[config.mk]
export PLATFORM = sky130hd
export DESIGN_NAME = multicycle_seq
export DESIGN_NICKNAME = d
export VERILOG_FILES = /design/src/rtl/multicycle_seq.sv
export SDC_FILE = /design/constraint.sdc
export NUM_CORES = 1
export LEC_CHECK = 0
export ABC_AREA = 1
export CAP_MARGIN = 20
export CELL_PAD_IN_SITES_DETAIL_PLACEMENT = 1
export CELL_PAD_IN_SITES_GLOBAL_PLACEMENT = 1
export CORE_ASPECT_RATIO = 0.75
export CORE_UTILIZATION = 39
export CTS_CLUSTER_SIZE = 28
export DETAILED_ROUTE_END_ITERATION = 6
export PLACE_DENSITY_LB_ADDON = 0.1
export SYNTH_ARGS = -nofsm -noshare
export SYNTH_HDL_FRONTEND = slang
export SYNTH_SLANG_ARGS = --single-unit
[constraint.sdc]
create_clock -name clk -period 3.8 [get_ports clk]
set_clock_uncertainty 0.15 [all_clocks]
set_input_delay 0.76 -clock clk [delete_from_list [all_inputs] [get_ports clk]]
set_output_delay 0.76 -clock clk [all_outputs]
set_load 0.05 [all_outputs]
[src/rtl/multicycle_seq.sv]
// Multicycle instruction sequencer: FETCH/DECODE/EXEC/MEM/WB control with wait timeout, sticky error flags and a retire counter.
// Strobes are decoded from the state register and mem_ready in the same cycle; FETCH/MEM stall until mem_ready.
module multicycle_seq (
    input  logic        clk,
    input  logic        rst_n,
    input  logic [6:0]  opcode,
    input  logic        mem_ready,
    input  logic        branch_taken,
    output logic        mem_req,
    output logic        mem_we,
    output logic        addr_sel,
    output logic        ir_write,
    output logic        pc_write,
    output logic        pc_branch,
    output logic        reg_write,
    output logic [2:0]  state,
    output logic        halted,
    output logic        illegal,
    output logic        bus_error,
    output logic [31:0] retired
);

    typedef enum logic [2:0] {
        FETCH  = 3'd0,
        DECODE = 3'd1,
        EXEC   = 3'd2,
        MEM    = 3'd3,
        WB     = 3'd4,
        HALT   = 3'd5
    } state_t;

    localparam logic [6:0] OP_ALU    = 7'b0110011;
    localparam logic [6:0] OP_ALUI   = 7'b0010011;
    localparam logic [6:0] OP_LOAD   = 7'b0000011;
    localparam logic [6:0] OP_STORE  = 7'b0100011;
    localparam logic [6:0] OP_BRANCH = 7'b1100011;
    localparam logic [6:0] OP_JAL    = 7'b1101111;
    localparam logic [6:0] OP_JALR   = 7'b1100111;
    localparam logic [6:0] OP_LUI    = 7'b0110111;
    localparam logic [6:0] OP_AUIPC  = 7'b0010111;

    state_t      cur;
    logic [7:0]  wait_cnt;
    logic [31:0] retired_q;
    logic        illegal_q;
    logic        bus_error_q;

    logic rdy;
    logic is_load;
    logic is_store;
    logic is_branch;
    logic is_legal;
    logic waiting;
    logic timeout;

    // mem_ready is masked while reset is held so the reset-time outputs look like an idle FETCH
    assign rdy       = mem_ready & rst_n;
    assign is_load   = (opcode == OP_LOAD);
    assign is_store  = (opcode == OP_STORE);
    assign is_branch = (opcode == OP_BRANCH);
    assign is_legal  = opcode inside {OP_ALU, OP_ALUI, OP_LOAD, OP_STORE, OP_BRANCH,
                                      OP_JAL, OP_JALR, OP_LUI, OP_AUIPC};
    assign waiting   = (cur == FETCH) || (cur == MEM);
    assign timeout   = waiting && !rdy && (wait_cnt == 8'hFF);

    always_comb begin
        mem_req   = 1'b0;
        mem_we    = 1'b0;
        addr_sel  = 1'b0;
        ir_write  = 1'b0;
        pc_write  = 1'b0;
        pc_branch = 1'b0;
        reg_write = 1'b0;
        case (cur)
            FETCH: begin
                mem_req  = 1'b1;
                ir_write = rdy;
            end
            EXEC: begin
                if (is_branch) begin
                    pc_write  = 1'b1;
                    pc_branch = branch_taken;
                end
            end
            MEM: begin
                mem_req  = 1'b1;
                addr_sel = 1'b1;
                mem_we   = is_store;
                pc_write = rdy & is_store;
            end
            WB: begin
                reg_write = 1'b1;
                pc_write  = 1'b1;
            end
            default: ;
        endcase
    end

    always_ff @(posedge clk or negedge rst_n) begin
        if (!rst_n) begin
            cur         <= FETCH;
            wait_cnt    <= 8'd0;
            retired_q   <= 32'd0;
            illegal_q   <= 1'b0;
            bus_error_q <= 1'b0;
        end else begin
            retired_q <= retired_q + {31'd0, pc_write};
            wait_cnt  <= (waiting && !rdy) ? wait_cnt + 8'd1 : 8'd0;
            case (cur)
                FETCH: begin
                    if (rdy) begin
                        cur <= DECODE;
                    end else if (timeout) begin
                        cur         <= HALT;
                        bus_error_q <= 1'b1;
                    end
                end
                DECODE: begin
                    if (is_legal) begin
                        cur <= EXEC;
                    end else begin
                        cur       <= HALT;
                        illegal_q <= 1'b1;
                    end
                end
                EXEC: begin
                    if (is_load || is_store)
                        cur <= MEM;
                    else if (is_branch)
                        cur <= FETCH;
                    else
                        cur <= WB;
                end
                MEM: begin
                    if (rdy) begin
                        cur <= is_store ? FETCH : WB;
                    end else if (timeout) begin
                        cur         <= HALT;
                        bus_error_q <= 1'b1;
                    end
                end
                WB:   cur <= FETCH;
                HALT: cur <= HALT;
                default: begin
                    cur       <= HALT;
                    illegal_q <= 1'b1;
                end
            endcase
        end
    end

    assign state     = cur;
    assign halted    = (cur == HALT);
    assign illegal   = illegal_q;
    assign bus_error = bus_error_q;
    assign retired   = retired_q;

endmodule

==> flow_summary.json <==
{
  "status": "complete, no violations",
  "sw_frac_of_total_pct": 23.0,
  "insertion_delay_ps": 300,
  "combPwrFrac_pct": 3.5,
  "worstMarginPinSlew_ps": 589,
  "vias_per_cell": 4.84,
  "drv_cap": 0,
  "place_inst": 488,
  "hold_path_class": "reg -> reg",
  "ys_seq_elements": 45,
  "wl_um": 7140,
  "io_pins": 56,
  "drt_iter0_drc": 140,
  "synthToLayoutAreaGrowth_pct": 28.6,
  "io_buffer_count": 55,
  "clk_pin_slew_ps": 80,
  "initial_utilization_pct": 40.9,
  "synth_area_um2": 2610,
  "netlist_instances": 352,
  "period_needed_ps": 3240,
  "numCtsBuffers": 5,
  "htreeDepth": 2,
  "end_kind": "primary output",
  "leakage_nw": 1.49,
  "ctsHoldBuffers": 0,
  "grt_max_degree": 46,
  "antenna_left": 0,
  "drive_above_1_share_pct": 9.88,
  "path_max_fanout": 7,
  "ctsResizeCount": 0,
  "setup_viol": 0,
  "final_nets": 428,
  "final_cells": 496,
  "dieHeight_um": 72.9,
  "path_class": "in -> out",
  "wl_per_cell_um": 14.4,
  "power.internal_w": 0.000637,
  "required_ps": 2890,
  "cts_buffer_depth": 2,
  "antenna_cells": 0,
  "tns_ps": 0,
  "p_clk_share_pct": 38.7,
  "yosysSeqAreaShare_pct": 43.1,
  "use_met2_pct": 31.8,
  "p_sw_w": 0.000191,
  "yosys_warnings": 0,
  "rsz0062_at_grt": "false",
  "syn_area_per_cell_um2": 7.42,
  "design.core.area_um2": 6380,
  "grt_pass1_wl_um": 11900,
  "report.final.slew_viol_count": 0,
  "utilization_pct": 52.7,
  "grt_pass1_vias": 2299,
  "die-area_um2": 7030,
  "rows": 25,
  "use_met1_pct": 35.8,
  "clock-sinks": 45,
  "globalplace.congestion": 0.854,
  "max_freq_mhz": 309,
  "fill_cells": 807,
  "syn_nets": 366,
  "top_usage_layer": "met1",
  "ir_drop_mv": 0.199,
  "synth.distinct_cells": 23,
  "die_w_um": 96.5,
  "cts-root-buf": "clkbuf_8",
  "total_power_w": 0.000828,
  "drcViolationCount": 0,
  "postLayoutSetupSlackWorst_ps": 559,
  "antenna_found_initial": 0,
  "vias": 2403,
  "period_share_pct": 85.3,
  "seq_power_share_pct": 57.8,
  "grt.overflow.total": 0,
  "hpwl_um": 5880,
  "grtUsageMet3_pct": 4.17,
  "cts_tree": "yes",
  "track_usage_pct": 22.5,
  "dpl_worst_slack_ps": 270,
  "powerDensity_nw_per_um2": 246,
  "hold_viol_final": 0,
  "drtPass1Iterations": 4,
  "crit_path_start_kind": "input pin",
  "post-cts-setup-buffers": 0,
  "worst_ep_arrival_time_ps": 2330,
  "relSlewSlack_pct": 60.8
}
[layout by cell type, fill, tap and decap left out, types with 4 or more instances in the layout]
cell type | netlist | layout
nand2_1 | 119 | 119
nor2_1 | 62 | 62
clkdlybuf4s50_1 | 0 | 51
dfrtp_1 | 45 | 45
inv_1 | 30 | 30
nand3_1 | 18 | 18
nand3b_1 | 12 | 12
xor2_1 | 12 | 12
nor2_4 | 8 | 8
a21oi_1 | 7 | 7
nand2_2 | 6 | 6
xnor2_1 | 6 | 6
clkbuf_8 | 0 | 6
nor2_2 | 5 | 5
inv_2 | 4 | 4
[worst max-delay path: stages]
cell	delay, ps
clkdlybuf4s50_1	450
nand2_1	160
nor2_1	150
clkdlybuf4s50_1	810
[worst paths after layout]
kind	from	end	slack (ps)	depth (start not counted)
worst max-delay path	mem_ready	ir_write	560	4
worst min-delay path	wait_cnt[0]	wait_cnt[0]	330	1
worst max register to register	state[2]	retired[18]	1160	14
worst min register to register	wait_cnt[0]	wait_cnt[0]	330	1
max in group asynchronous	rst_n	retired[12]	2680	2
min in group asynchronous	rst_n	retired[9]	420	2
[power by group through the flow]
stage / Clock [W] / Combinational, W / Sequential [W]
6_report: 0.000321 / 0.0000292 / 0.000478
5_1_grt: 0.000350 / 0.0000342 / 0.000478
4_1_cts: 0.000330 / 0.0000303 / 0.000478
3_5_place_dp: 0 / 0.0000304 / 0.000488
3_3_place_gp: 0 / 0.0000294 / 0.000488
2_1_floorplan: 0 / 0.00000626 / 0.000488
[cells by family after synthesis]
group	after synthesis	synth area share [%]
DFF	45	43.1
buffers and inverters	35	5.17
xor gates and xnor gates	18	6.03
adders and majority gates	3	1.44
and+or+nand+nor	242	42.5
AOI/OAI and AO/OA	9	1.72
[layer usage]
metal / wire, um / part of all wire, %
met1: 3910 / 55
met2: 3000 / 42
met4: 34 / 0.48
met3: 207 / 2.9
met5: 0 / 0
[through the flow]
step,cell area [um2],hold slack (ps)
6_report,3360,334
5_1_grt,3360,343
4_1_cts,3360,330
3_5_place_dp,3260,315
3_3_place_gp,3260,302
2_1_floorplan,2610,281
[Yosys cell counts, drive strengths merged]
cell type	n	area, um2
a21oi	7	35.0
and3	1	6.26
buf	1	7.51
dfrtp	45	1130
ha	3	37.5
inv	34	128
nand2	127	507
nand3	20	110
nand3b	12	90.1
nand4	2	12.5
nor2	75	354
nor3	4	25.0
nor4	1	6.26
o21ai	2	10.0
xnor2	6	52.6
xor2	12	105
[registers in the layout, indices dropped and copies added, names as in the netlist]
| register | cells |
|---|---|
| state | 3 |
| bus_error | 1 |
| retired | 32 |
| wait_cnt | 8 |
| illegal | 1 |
[layout make-up]
cell class | count | area (um2) | share of cell area [%]
sequential | 45 | 1130 | 33.5
tap | 81 | 101 | 3.02
timing repair buffer | 56 | 558 | 16.6
inverter | 34 | 128 | 3.80
clock inverter | 2 | 13.8 | 0.410
multi-input combinational | 272 | 1350 | 40.2
clock buffer | 6 | 82.6 | 2.46
Power figures use the tool's default switching activity.
